**config.mk**
```make
export PLATFORM = sky130hd
export DESIGN_NAME = sprite_draw_arbiter
export DESIGN_NICKNAME = d
export VERILOG_FILES = /design/src/rtl/sprite_draw_arbiter.sv
export SDC_FILE = /design/constraint.sdc
export NUM_CORES = 1
export LEC_CHECK = 0
export CORE_MARGIN = 2
export CORE_UTILIZATION = 42
export CTS_CLUSTER_SIZE = 14
export DETAILED_ROUTE_END_ITERATION = 10
export PLACE_DENSITY = 0.92
export SETUP_SLACK_MARGIN = 0.02
export SYNTH_ARGS = -nofsm -noshare
export SYNTH_HDL_FRONTEND = slang
export SYNTH_SLANG_ARGS = --single-unit
```
**constraint.sdc**
```tcl
create_clock -name clk -period 3.9 [get_ports clk]
set_clock_uncertainty 0.05 [all_clocks]
set_input_delay 0.585 -clock clk [delete_from_list [all_inputs] [get_ports clk]]
set_output_delay 0.585 -clock clk [all_outputs]
set_load 0.005 [all_outputs]
```
**src/rtl/sprite_draw_arbiter.sv**
```systemverilog
// Sprite draw arbiter: shares one sprite draw engine among NUM_REQ requesters.
// A winner is chosen in IDLE (round-robin from rr_ptr, or lowest index when
// SPRITE_ARB_FIXED_PRI_EN is defined), its coordinates are latched and a one-cycle
// eng_plot pulse starts the engine; the arbiter then waits for eng_done to fall
// and rise again before pulsing ack to the owner and returning to IDLE.
// Ports: clk, reset_n (sync, active-low), frame_en (grant window), req/req_x/req_y
// (packed per requester), eng_done (engine idle level) | eng_plot, eng_x, eng_y,
// eng_sel (engine command), grant (one-hot owner), ack (completion pulse), busy.
module sprite_draw_arbiter #(
    parameter int NUM_REQ = 4,
    parameter int COORD_W = 10
) (
    input  logic                       clk,
    input  logic                       reset_n,
    input  logic                       frame_en,
    input  logic [NUM_REQ-1:0]         req,
    input  logic [NUM_REQ*COORD_W-1:0] req_x,
    input  logic [NUM_REQ*COORD_W-1:0] req_y,
    input  logic                       eng_done,
    output logic                       eng_plot,
    output logic [COORD_W-1:0]         eng_x,
    output logic [COORD_W-1:0]         eng_y,
    output logic [1:0]                 eng_sel,
    output logic [NUM_REQ-1:0]         grant,
    output logic [NUM_REQ-1:0]         ack,
    output logic                       busy
);

    localparam int PTR_W = (NUM_REQ > 1) ? $clog2(NUM_REQ) : 1;

    typedef enum logic [2:0] {
        IDLE,
        START,
        WAIT_LOW,
        WAIT_DONE,
        ACK
    } state_t;

    state_t             state;
    state_t             state_nxt;
    logic               load;
    logic [PTR_W-1:0]   rr_ptr;
    logic [PTR_W-1:0]   owner;
    logic [PTR_W-1:0]   win_idx;
    logic               win_vld;

    // Winner scan: first asserted request at or after rr_ptr, wrapping to 0.
    // With fixed priority rr_ptr is held at 0, so this reduces to lowest index.
    always_comb begin : win_scan
        int               k;
        logic [PTR_W-1:0] kk;
        win_idx = '0;
        win_vld = 1'b0;
        k       = 0;
        kk      = '0;
        for (int j = 0; j < NUM_REQ; j++) begin
            k = int'(rr_ptr) + j;
            if (k >= NUM_REQ) begin
                k = k - NUM_REQ;
            end
            kk = PTR_W'(k);
            if (!win_vld && req[kk]) begin
                win_vld = 1'b1;
                win_idx = kk;
            end
        end
    end

    always_ff @(posedge clk) begin
        if (!reset_n) begin
            state <= IDLE;
        end else begin
            state <= state_nxt;
        end
    end

    always_comb begin
        state_nxt = state;
        load      = 1'b0;
        case (state)
            IDLE: begin
                // The engine must be idle before we commit to a new grant.
                if (frame_en && win_vld && eng_done) begin
                    load      = 1'b1;
                    state_nxt = START;
                end
            end
            START:     state_nxt = WAIT_LOW;
            WAIT_LOW:  if (!eng_done) state_nxt = WAIT_DONE;
            WAIT_DONE: if (eng_done)  state_nxt = ACK;
            ACK:       state_nxt = IDLE;
            default:   state_nxt = IDLE;
        endcase
    end

    // Owner and coordinates are captured only on the grant decision, so any
    // later change on req/req_x/req_y/frame_en cannot disturb a draw in flight.
    always_ff @(posedge clk) begin
        if (!reset_n) begin
            rr_ptr <= '0;
            owner  <= '0;
            grant  <= '0;
            eng_x  <= '0;
            eng_y  <= '0;
        end else if (load) begin
            owner <= win_idx;
            grant <= NUM_REQ'(1) << win_idx;
            eng_x <= req_x[int'(win_idx)*COORD_W +: COORD_W];
            eng_y <= req_y[int'(win_idx)*COORD_W +: COORD_W];
        end else if (state == ACK) begin
            grant <= '0;
            owner <= '0;
`ifdef SPRITE_ARB_FIXED_PRI_EN
            rr_ptr <= '0;
`else
            rr_ptr <= (owner == PTR_W'(NUM_REQ - 1)) ? '0 : owner + PTR_W'(1);
`endif
        end
    end

    assign eng_plot = (state == START);
    assign ack      = (state == ACK) ? grant : '0;
    assign busy     = (state != IDLE);
    // owner is cleared when returning to IDLE, so eng_sel reads 0 when idle.
    assign eng_sel  = 2'(owner);

endmodule
```
# Word-level counts from Yosys, hierarchy flattened
# Cells that the tools add are included.
dict set report word_totals {
  register_bits 31
  in_bits 88
  output_inout_bits 32
  elab_cells 80
}
dict set report op_classes {
  addsub 8
  mul 1
  order_cmp 8
  n_eq_ne 8
  n_shift 3
  n_mux 32
  bitwise_logic 1
  n_reduce_logical 13
}
# operator count
set ops {}
lappend ops {{40-bit by 32-bit indexed part select with 10-bit output} 1}
lappend ops {{40-bit by 7-bit indexed part select with 10-bit output} 1}
lappend ops {{2-bit two-way mux} 11}
lappend ops {{2-bit by 3-bit less-than comparator with 1-bit output, second input constant} 4}
lappend ops {{4-bit two-way mux} 3}
lappend ops {{3-bit case mux with 4 select lines} 1}
lappend ops {{1-bit two-way mux} 10}
lappend ops {{3-bit greater-or-equal comparator, second input constant} 3}
lappend ops {{3-bit two-way mux} 3}
lappend ops {{1-bit binary-select mux with 2-bit select} 4}
lappend ops {{2-bit by 1-bit subtractor with 2-bit output, second input constant} 4}
lappend ops {{2-bit by 2-bit adder with 3-bit output, second input constant} 2}
lappend ops {{3-bit by 2-bit equality test with 1-bit output, second input constant} 2}
lappend ops {{2-bit inequality test, second input constant} 3}
lappend ops {{1-bit logical AND} 5}
lappend ops {{2-bit by 3-bit multiplier with 5-bit output, second input constant} 1}
lappend ops {{1-bit by 2-bit left shift with 4-bit output, first input constant} 1}
lappend ops {{2-bit by 1-bit adder with 3-bit output, second input constant} 1}
lappend ops {{3-bit by 1-bit equality test with 1-bit output, second input constant} 1}
lappend ops {{3-bit equality test, second input constant} 1}
lappend ops {{2-bit by 3-bit greater-or-equal comparator with 1-bit output, second input constant} 1}
lappend ops {{1-bit logical NOT} 3}
lappend ops {{3-bit logical NOT} 1}
lappend ops {{3-bit AND reduction} 1}
lappend ops {{other kinds (6)} 6}

# Longest topological paths before layout
dict set report depth {
  ltp_word 20
  ltp_mapped 8
  mapped_depth_nobuf 5
}

# Least setup slack after synthesis
# OpenSTA, ideal clock, no wires.
dict set report synth_path {
  kind {input-to-reg}
  startpoint {in req[0]}
  endpoint {reg eng_y[8]}
  setup_ns 0.114
  arrival_ns 2.065
  t_required_ns 3.736
  slack_ns 1.671
  stages 7
  path_buffers 2
  path_cell_list {buf_6 > nor2b_4 > a21o_1 > a222oi_1 > buf_6 > mux2_2 > a21o_1}
}
dict set report synth_between {
  elab_chain_len 16
  elab_cells_between_ends 28
  classes_between {mul: 1; shift: 1; mux: 18; reduce/logical: 8}
}
# element line
set synth_lines {}
lappend synth_lines {{from (decl)} 16} ;# input logic [NUM_REQ-1:0] req,
lappend synth_lines {{parallel branches: the longest is 16 deep, another holds 1-bit binary-select mux with 2-bit select} n/a}
lappend synth_lines {{to (signal assigned)} 109} ;# eng_y <= req_y[int'(win_idx)*COORD_W +: COORD_W];
lappend synth_lines {{to (decl)} 22} ;# output logic [COORD_W-1:0] eng_y,
# Several ways; the timed one is not identified. The select of a mux whose other input is x is not followed.
# A chain may end at the register's enable or synchronous reset.

# Worst setup path after layout
dict set report layout_path {
  startpoint {in req[3]}
  endpoint {reg eng_x[3]}
}
dict set report layout_between {
  elab_chain_len 16
  elab_cells_between_ends 28
  classes_between {mul: 1; shift: 1; mux: 18; reduce/logical: 8}
}
# element line
set layout_lines {}
lappend layout_lines {{parallel branches: the longest is 16 deep, another holds 1-bit binary-select mux with 2-bit select} n/a}
lappend layout_lines {{to (signal assigned)} 108} ;# eng_x <= req_x[int'(win_idx)*COORD_W +: COORD_W];
lappend layout_lines {{to (decl)} 21} ;# output logic [COORD_W-1:0] eng_x,
# Several ways; the timed one is not identified. The select of a mux whose other input is x is not followed.

==> flow_metrics.py <==
metrics = {
    "outcome": {
        "status": "finished, final reports clean",
    },
    "worst_hold_path": {
        "hp-start": "grant[3]",
        "min_path_type": "reg2reg",
        "hold_end": "grant[3]",
        "whs_path_depth": 2,
    },
    "finish": {
        "layout.nets": 432,
        "diodes": 0,
        "drive_gt1_share_pct": 7.27,
        "synthToLayoutAreaGrowth_pct": 57.4,
        "mostFrequentLayoutCells": "clkdlybuf4s50_1 (119), dfxtp_1 (31), o21ai_0 (21), o211ai_1 (19), mux2i_1 (18)",
        "final_common_cell": "clkdlybuf4s50_1",
        "post-route-util_pct": 69.1,
    },
    "yosys": {
        "syn_area_sq_um": 2100,
        "synth_nets": 321,
        "ys_warn_count": 0,
        "syn_inst": 232,
        "async_flop_share_pct": 0,
        "synth_enable_flop_cells": 0,
        "synth_seq_cells": 31,
        "avgSynthCellArea_sq_um": 9.06,
        "ys.flop_type": "dfxtp_1",
        "synth.distinct_cells": 43,
        "ys_seq_area_share_pct": 29.5,
    },
    "clock_network": {
        "cts_buffers": 5,
        "htreeDepth": 2,
        "path_clk_slew_ps": 70,
        "cts_sinks": 31,
        "post_cts_buffers": 0,
        "cts_tree": "done",
        "cts_max_path_buffers": 2,
        "cts-root-buf": "clkbuf_8",
        "worstSkewPairLatency_ps": 280,
        "cts_resized": 0,
        "hold_buffers": 0,
    },
    "route": {
        "drt_wl_total_microns": 6900,
        "routedWlPerCell_microns": 16.8,
        "first_pass_iters": 4,
        "ant_nets": 0,
        "drc": 0,
        "drtIter0Drc": 151,
        "viasPerCell": 5.80,
        "via_count": 2382,
    },
    "floorplan": {
        "core.rowCount": 25,
        "fp.dieW_microns": 74.7,
        "core_area_sq_um": 4790,
        "die-area_sq_um": 5590,
        "die_y_microns": 74.7,
        "io_pins": 120,
        "initial_core_util_pct": 43.9,
    },
    "placement": {
        "hpwl_microns": 5130,
        "port_buffers": 119,
        "place_congestion": 0.829,
    },
    "global_routing": {
        "grt_pass1_vias": 2295,
        "track_usage_pct": 24.7,
        "grt_pass1_wl_microns": 10600,
        "antenna_found_initial": 0,
        "grt_overflow": 0,
        "grt_start_max_net_pins": 41,
    },
    "pwr": {
        "power.switching_uw": 254,
        "power.share.clock_pct": 30.3,
        "comb_power_share_pct": 30.8,
        "p_sw_share_pct": 27.2,
        "peakVddDrop_mv": 0.197,
        "powerDensity_nw_per_um2": 282,
        "p_int_uw": 679,
        "p_leak_uw": 0.00125,
        "sequentialPowerShare_pct": 39.0,
    },
    "timing": {
        "rsz0062_at_grt": "no",
        "setup_viol": 0,
        "period_share_pct": 72.6,
        "tightest_slew_ps": 871,
        "drv_slew": 0,
        "timing_hold_violations_final": 0,
        "period_minus_slack_ps": 2830,
        "max_slew_margin_pct": 41.7,
        "setup-tns-final_ps": 0,
        "fmax_mhz": 353,
    },
    "worst_setup_path": {
        "crit_chain": "clkdlybuf4s50_1 > and2b_2 > a222oi_1 > buf_4 > mux2i_1 > o22ai_1",
        "worstPathMaxFanout": 11,
        "crit_type": "in2reg",
        "reg2reg_depth": 5,
        "max_stage_delay_ps": 750,
        "reg2reg_slack_ps": 1480,
        "endpoint_kind": "flop",
        "startpoint_type": "input pin",
        "arrival_ps": 2940,
        "required_ps": 4010,
        "r2r-end": "eng_x[3]",
        "cpMaxStageDelayCell": "a222oi_1",
        "r2r_start": "rr_ptr[1]",
    },
    "run": {
        "cap_viol_max_count": 0,
    },
}
==> kinds of logic after synthesis <==
logic type	after synthesis	share of synthesized area (%)
compound gates	109	36.7
fa+ha+maj	1	0.595
buf+inv	27	11.5
flops	31	29.5
mux	21	10.2
simple gates	43	11.4
==> state kept, by name, indices dropped and copies added, names as in the netlist <==
signal and flops:
eng_x 10, eng_y 10, grant 4, state 3, eng_sel 2, rr_ptr 2
==> per-stage QoR <==
step	worst slack, ps	instances	total power, uW	cell area [sq um]	hold WS, ps
2_1_floorplan	1670	232	498	2100	423
3_5_place_dp	803	403	656	3200	436
6_report	1070	411	933	3310	445
4_1_cts	1090	411	937	3310	445
3_3_place_gp	954	403	646	3200	430
5_1_grt	903	411	978	3310	466
==> power groups by stage <==
stage	Sequential [uW]	Clock, uW	Combinational (uW)
floorplan	369	0	129
global placement	369	0	278
detailed placement	370	0	286
CTS	363	287	287
global route	367	302	309
finish	364	282	287
==> worst max path at each step <==
stage	start	endpoint	slack [ps]	cells past startpoint
2_1_floorplan	req[0]	eng_y[8]	1670	7
3_3_place_gp	req[2]	eng_x[8]	950	6
3_5_place_dp	req[3]	eng_x[3]	800	6
4_1_cts	req[3]	eng_x[7]	1090	6
5_1_grt	req[3]	eng_y[5]	900	6
6_report	req[3]	eng_x[3]	1070	6
==> area by class of cell <==
| class | count | area (sq um) |
|---|---|---|
| Sequential cell | 31 | 621 |
| Fill cell | 397 | 1480 |
| Clock inverter | 1 | 7.51 |
| Timing Repair Buffer | 125 | 1240 |
| Multi-Input combinational cell | 174 | 1240 |
| Tap cell | 67 | 83.8 |
| Inverter | 6 | 22.5 |
| Clock buffer | 7 | 96.3 |
==> layer usage <==
| layer | wire (microns) | track usage [%] | up-vias |
|---|---|---|---|
| met4 | 99 | 8.53 | 0 |
| met3 | 524 | 6.16 | 10 |
| met2 | 3570 | 44.6 | 118 |
| met5 | 0 | 0 | - |
| met1 | 2710 | 28.5 | 1114 |
| li1 | - | - | 1140 |
==> synthesized netlist by cell type, types with 4 or more instances <==
master	n	area share, %
dfxtp_1	31	30
nand2b_1	4	1.2
mux2i_1	18	8.6
nor2_1	5	0.89
inv_1	5	0.89
nand2_1	8	1.4
o211ai_1	19	6.8
nand3_1	7	1.7
o22ai_1	17	5.1
and3_1	5	1.5
a21oi_1	14	3.3
clkbuf_8	8	5.2
a221oi_1	17	7.1
clkbuf_1	5	0.89
o21ai_0	21	5.0
a21o_1	4	1.4
buf_6	5	2.7
==> critical path: cells and delay by family <==
family / cells / cell delay, ps
AO/OA/AOI/OAI: 2 / 850
buffers and inverters: 2 / 1010
multiplexers: 1 / 230
AND/OR/NAND/NOR: 1 / 270
Power figures use the tool's default switching activity.
